## config.mk

```make
export PLATFORM = sky130hd
export DESIGN_NAME = reg_scoreboard
export DESIGN_NICKNAME = d
export VERILOG_FILES = /design/src/rtl/reg_scoreboard.sv
export SDC_FILE = /design/constraint.sdc
export NUM_CORES = 1
export LEC_CHECK = 0
export CAP_MARGIN = 20
export CORE_MARGIN = 10
export CORE_UTILIZATION = 50
export CTS_BUF_LIST = sky130_fd_sc_hd__clkbuf_4 sky130_fd_sc_hd__clkbuf_8 sky130_fd_sc_hd__clkbuf_16
export DETAILED_ROUTE_END_ITERATION = 12
export GPL_TIMING_DRIVEN = 0
export HOLD_SLACK_MARGIN = 0.15
export PLACE_DENSITY = 0.77
export SYNTH_ARGS = -nofsm -noshare
export SYNTH_HDL_FRONTEND = slang
export SYNTH_SLANG_ARGS = --single-unit
export TNS_END_PERCENT = 20
```

## constraint.sdc

```tcl
create_clock -name clk -period 11.6 [get_ports clk]
set_input_delay 1.16 -clock clk [delete_from_list [all_inputs] [get_ports clk]]
set_output_delay 1.16 -clock clk [all_outputs]
set_load 0.05 [all_outputs]
```

## src/rtl/reg_scoreboard.sv

```systemverilog
// reg_scoreboard: register-write scoreboard for an in-order decode stage.
// Tracks one pending-write bit per architectural register (X31 = XZR, never
// pending) and raises a combinational stall on RAW/WAW hazards.
//
// Ports:
//   clk, reset_n        clock, asynchronous active-low reset
//   issue_valid         decode presents an instruction
//   issue_rd/src_a/src_b destination and source register numbers
//   rd_used/src_b_used  instruction writes rd / reads src_b
//   wb_valid, wb_rd     writeback retires a register write
//   flush               discard all in-flight writers
//   stall               combinational hazard indication
//   busy_mask           registered pending-write bit per register
//   pending_count       registered popcount of busy_mask
//
// Optional feature: define SCOREBOARD_WB_BYPASS_EN to let a same-cycle
// writeback hide its register from the stall check (value forwarded).
module reg_scoreboard (
  input  logic        clk,
  input  logic        reset_n,
  input  logic        issue_valid,
  input  logic [4:0]  issue_rd,
  input  logic [4:0]  src_a,
  input  logic [4:0]  src_b,
  input  logic        rd_used,
  input  logic        src_b_used,
  input  logic        wb_valid,
  input  logic [4:0]  wb_rd,
  input  logic        flush,
  output logic        stall,
  output logic [31:0] busy_mask,
  output logic [5:0]  pending_count
);

  localparam logic [4:0] XZR = 5'd31;

  logic [31:0] busy_q, busy_d;
  logic [5:0]  cnt_q, cnt_d;
  logic [31:0] pend;
  logic        accept;

  // Effective pending view used for hazard detection.
  always_comb begin
    pend = busy_q;
`ifdef SCOREBOARD_WB_BYPASS_EN
    if (wb_valid) pend[wb_rd] = 1'b0;
`endif
    pend[XZR] = 1'b0;
  end

  assign stall = issue_valid &
                 (pend[src_a] | (src_b_used & pend[src_b]) | (rd_used & pend[issue_rd]));

  assign accept = issue_valid & ~stall & ~flush;

  // Clear first, then set, so a same-cycle issue to the written-back register
  // leaves it pending. Flush overrides both.
  always_comb begin
    busy_d = busy_q;
    if (wb_valid && wb_rd != XZR) busy_d[wb_rd] = 1'b0;
    if (accept && rd_used && issue_rd != XZR) busy_d[issue_rd] = 1'b1;
    if (flush) busy_d = '0;
    busy_d[XZR] = 1'b0;
  end

  // Count the next mask so pending_count is registered alongside busy_mask.
  always_comb begin
    cnt_d = '0;
    for (int i = 0; i < 32; i++) cnt_d = cnt_d + 6'(busy_d[i]);
  end

  always_ff @(posedge clk or negedge reset_n) begin
    if (!reset_n) begin
      busy_q <= '0;
      cnt_q  <= '0;
    end else begin
      busy_q <= busy_d;
      cnt_q  <= cnt_d;
    end
  end

  assign busy_mask     = busy_q;
  assign pending_count = cnt_q;

endmodule

```

# Word-level counts from Yosys, hierarchy flattened
# Cells that the tools add are included.
[classes]
reduce_logical = 5
n_addsub = 30
bitwise_logic = 12
n_mux = 13
eq_ne = 2
order_cmp = 6
[op_table]
columns = ["op", "n"]
rows = [
  ["6-bit by 1-bit adder with 6-bit output", 25],
  ["31-bit two-way mux", 3],
  ["31-bit AND", 1],
  ["31-bit inverter", 1],
  ["31-bit OR", 1],
  ["5-bit by 6-bit < comparator with 1-bit output, second input constant", 4],
  ["1-bit binary-select mux with 5-bit select", 3],
  ["1-bit demux with 5-bit select", 2],
  ["5-bit by 1-bit greater-or-equal comparator with 1-bit output, second input constant", 2],
  ["5-bit != test, second input constant", 2],
  ["5-bit by 1-bit adder with 6-bit output", 1],
  ["4-bit by 1-bit adder with 5-bit output", 1],
  ["1-bit AND", 5],
  ["1-bit logical AND", 5],
  ["1-bit two-way mux", 5],
  ["3-bit by 1-bit adder with 4-bit output", 1],
  ["2-bit by 1-bit adder with 3-bit output", 1],
  ["1-bit by 1-bit adder with 2-bit output", 1],
  ["1-bit inverter", 2],
  ["1-bit OR", 2],
]
[word_totals]
register_bits = 37
word_cells = 70
out_inout_bits = 39
input_bits = 27

# Longest topological paths before layout
[logic_depth]
word_depth = 43
depth_mapped = 25
mapped_depth_nobuf = 22

# Worst setup path before layout
# No wires, ideal clock.
[synth_timing]
path_type = "input to register"
from = "input port src_a[0]"
to = "register cnt_q[4], in the netlist pending_count[4]"
required_time_ns = 11.520
cell_stages = 22
arrival_time_ns = 7.895
setup_ns = 0.080
setup_slack_ns = 3.625
n_path_buf = 3
path_cell_list = "clkbuf_1 -> mux4_2 -> nor2b_1 -> a211oi_1 -> a21oi_1 -> a221o_1 -> buf_2 -> buf_1 -> o41ai_1 -> fa_1 -> inv_1 -> fa_1 -> fa_1 -> fa_1 -> fa_1 -> fa_1 -> inv_1 -> fa_1 -> fa_1 -> a21o_1 -> a21oi_1 -> xnor2_1"
[synth_via]
elab_chain_cells = 42
[synth_lines]
columns = ["item", "line", "source"]
rows = [
  ["start: declaration", "23", "input logic [4:0] src_a,"],
  ["1-bit binary-select mux with 5-bit select", "52", "(pend[src_a] | (src_b_used & pend[src_b]) | (rd_used & pend[issue_rd]));"],
  ["1-bit two-way mux (implied by the code)", "52", ""],
  ["1-bit OR (2 in series)", "52", ""],
  ["1-bit AND", "51", "assign stall = issue_valid &"],
  ["1-bit inverter", "54", "assign accept = issue_valid & ~stall & ~flush;"],
  ["1-bit AND (2 in series)", "54", ""],
  ["1-bit logical AND (2 in series)", "61", "if (accept && rd_used && issue_rd != XZR) busy_d[issue_rd] = 1'b1;"],
  ["31-bit two-way mux", "61", ""],
  ["31-bit two-way mux", "62", "if (flush) busy_d = '0;"],
  ["named net busy_d[1]", "37", "logic [31:0] busy_q, busy_d;"],
  ["1-bit by 1-bit adder with 2-bit output", "69", "for (int i = 0; i < 32; i++) cnt_d = cnt_d + 6'(busy_d[i]);"],
  ["2-bit by 1-bit adder with 3-bit output", "69", ""],
  ["3-bit by 1-bit adder with 4-bit output", "69", ""],
  ["4-bit by 1-bit adder with 5-bit output", "69", ""],
  ["5-bit by 1-bit adder with 6-bit output", "69", ""],
  ["6-bit by 1-bit adder with 6-bit output (25 in series)", "69", ""],
  ["named net cnt_d[4]", "38", "logic [5:0] cnt_q, cnt_d;"],
  ["end signal: assignment", "78", "cnt_q <= cnt_d;"],
  ["end: declaration", "38", ""],
]
# The timed path passes the listed nets, and every way through them passes these cells. The select of a mux whose other input is x is not followed.

# Worst setup path after layout
[layout_timing]
from = "input port issue_rd[1]"
to = "register cnt_q[4], in the netlist pending_count[4]"
[layout_via]
word_cells_on_any_way = 49
classes_between = "add/sub (30); order compare (2); eq/ne (1); mux (6); bitwise (7); reduce/logical (3)"
[layout_lines]
columns = ["item", "line", "source"]
rows = [
  ["start: declaration", "22", "input logic [4:0] issue_rd,"],
  ["1-bit binary-select mux with 5-bit select", "52", ""],
  ["1-bit two-way mux (implied by the code)", "52", ""],
  ["1-bit AND", "52", ""],
  ["1-bit OR", "52", ""],
  ["1-bit AND", "51", ""],
  ["1-bit inverter", "54", ""],
  ["1-bit AND (2 in series)", "54", ""],
  ["1-bit logical AND (2 in series)", "61", ""],
  ["31-bit two-way mux (*)", "61", ""],
  ["31-bit two-way mux (*)", "62", ""],
  ["named net busy_d[7]", "37", ""],
  ["6-bit by 1-bit adder with 6-bit output (*) (24 in series)", "69", ""],
  ["named net cnt_d[4]", "38", ""],
]
# The timed path passes the listed nets; every way through them passes the cells marked *. The select of a mux whose other input is x is not followed.

==> results.toml <==
[cts]
cts-root-buf = "clkbuf_8"
insertion_delay_ns = 0.30
cts_sinks = 37
numCtsBuffers = 5
ctsResizeCount = 0
htreeDepth = 2
tritoncts = "yes"
path_clk_slew_ns = 0.08
cts_setup_buffers = 0
ctsLongestPathBuffers = 2
hold_buffers = 0

[critical_path]
worstSetupStartpointType = "primary input"
critPathTopFamily = "adder cells"
crit_fanout = 10
path_buf_inv = 6
cpPeakStageDelay_ns = 0.68
crit_type = "primary input to flip-flop"
cpMostUsedCell = "fa_1"
crit_slowest_cell = "o41ai_1"
worst_ep_arrival_time_ns = 9.03
path_cells = "clkdlybuf4s50_1 > clkbuf_1 > mux4_2 > mux2_2 > a32oi_1 > nand4_1 > or4_1 > buf_6 > buf_6 > o41ai_1 > fa_1 > inv_1 > fa_1 > fa_1 > fa_1 > fa_1 > fa_1 > inv_1 > fa_1 > fa_1 > a21o_1 > a21oi_1 > xnor2_1"
critPathRequiredTime_ns = 11.83
worstSetupEndpointType = "flip-flop"

[layout]
final_common_cell = "clkdlybuf4s50_1"
n_antenna_cell = 0
area_growth_pct = 23.64
finalNetCount = 463
drive_gt1_frac = 0.09091
layout_common_cells = "60 x clkdlybuf4s50_1, 37 x dfrtp_1, 31 x o41ai_1"

[status]
status = "completed"

[synthesis]
avgSynthCellArea_sq_um = 10.59
synthFlopType = "dfrtp_1"
syn_inst = 338
syn_area_sq_um = 3578
synth_edf_count = 0
async_flop_share = 1.000
syn_nets = 395
yosysSeqAreaShare = 0.2587
ys_ff_latch = 37
yosysWarnings = 0
synth_cell_type_count = 52

[sta]
worst_pin_slew_ns = 0.9494
rsz0062_at_grt = "false"
drv_slew = 0
hold_viol = 0
tns_ns = 0
finalSetupViolCount = 0
clock.fmax_mhz = 113.5
fin_crit_sh = 0.7593
relSlewSlack = 0.3588
finalClockSkew_ns = 0.005585
min_period_ns = 8.808

[grt]
antenna_found_initial = 0
track_usage = 0.2185
grt_max_degree = 38
grt_pass1_vias = 3463
grt_pass1_wl_um = 19320
grt_overflow_total = 0

[power]
peakVddDrop_mv = 0.05012
leakage_nw = 1.831
cellPowerDensity_nw_per_um2 = 70.97
p_total_mw = 0.3140

[routing]
first_iter_violations = 355
ant_nets = 0
drt_wl_total_um = 12110
vias = 3347
vias_per_cell = 6.654
wl_per_cell_um = 24.07
dr.pass1.iters = 6
drcViolationCount = 0

[floorplanning]
coreArea_sq_um = 6869
ioPinCount = 66
die_x_um = 104.6
initial_core_util = 0.5209
chipHeight_um = 104.6
fp-row-count = 30
die-area_sq_um = 10940

[placed_design]
place_congestion = 0.9915
port_buffers = 61
hpwlAfterDp_um = 9624

[run]
drv_cap = 0

[worst_hold_path]
hold_class = "flip-flop to flip-flop"
## metal layers
metal	routed length, um	global-route usage	vias up
met3	1099	0.04914	38
met2	5772	0.3581	209
li1	-	-	1434
met5	0	0	-
met4	403	0.07255	0
met1	4832	0.2793	1666
## flip-flops by register name (all words and copies together), names as in the netlist
signal         cells
busy_mask         31
pending_count      6
## area by class of cell
type	instances	area [sq um]
sequential	37	925.9
multi-input combinational	252	2414
timing repair buffer	61	605.6
clock buffer	7	90.09
tap	96	120.1
clock inverter	1	30.03
buffer	25	148.9
inverter	24	90.09
fill	596	2445
## metrics by stage
step                hold slack (ns)  instance area [sq um]  std cells  setup slack, ns    util
floorplan                    0.8578                   3578        338            3.625       -
global placement             0.6282                   4309        495            2.626  0.6273
detailed placement           0.6407                   4304        495            2.549  0.6266
CTS                          0.6634                   4424        503            2.810  0.6441
global route                 0.7019                   4424        503            2.381  0.6441
finish                       0.6585                   4424        503            2.792  0.6441
## report_power, final
group / leakage, nW / internal [mW] / switching (mW)
sequential: 0.517 / 0.129 / 0.000576
clock: 0.0619 / 0.0725 / 0.0491
combinational: 1.25 / 0.0218 / 0.0405
## cells in the mapped netlist, types with 7 or more instances
library cell  number  area share
nand3b_1          22       0.046
inv_1             24       0.025
fa_1              23        0.13
nor2_1             8      0.0084
nand2_1           28       0.029
o41ai_1           31       0.076
mux2i_1           11       0.031
ha_1               7       0.024
clkbuf_1          13       0.014
nand3_1            8       0.011
dfrtp_1           37        0.26
nor2b_1           22       0.038
o41a_1            15       0.047
o21ai_0           15       0.021
mux4_2            13       0.082
## cell families after synthesis
group,count (synthesis),synth area share
and+or+nand+nor,104,0.1647
AOI/OAI and AO/OA,82,0.1895
adders and majority gates,30,0.1531
xor gates and xnor gates,3,0.007344
muxes,32,0.1587
buffers and inverters,49,0.06678
other,1,0.001048
DFF,37,0.2587
## worst paths after layout
check	startpoint	to	slack (ns)	cells after the start
max	issue_rd[1]	pending_count[4]	2.79	23
min	busy_mask[10]	busy_mask[10]	0.66	2
max reg2reg	busy_mask[5]	pending_count[4]	3.95	21
min reg2reg	busy_mask[10]	busy_mask[10]	0.66	2
max in group asynchronous	reset_n	busy_mask[13]	10.08	1
min in group asynchronous	reset_n	busy_mask[25]	0.98	1
## tightest hold or removal path: stages, from the launching register on
cell      delay (ns)
dfrtp_1         0.43
nand3b_1        0.13
o41ai_1         0.07
Note: power is estimated with default switching activity, not from simulation.
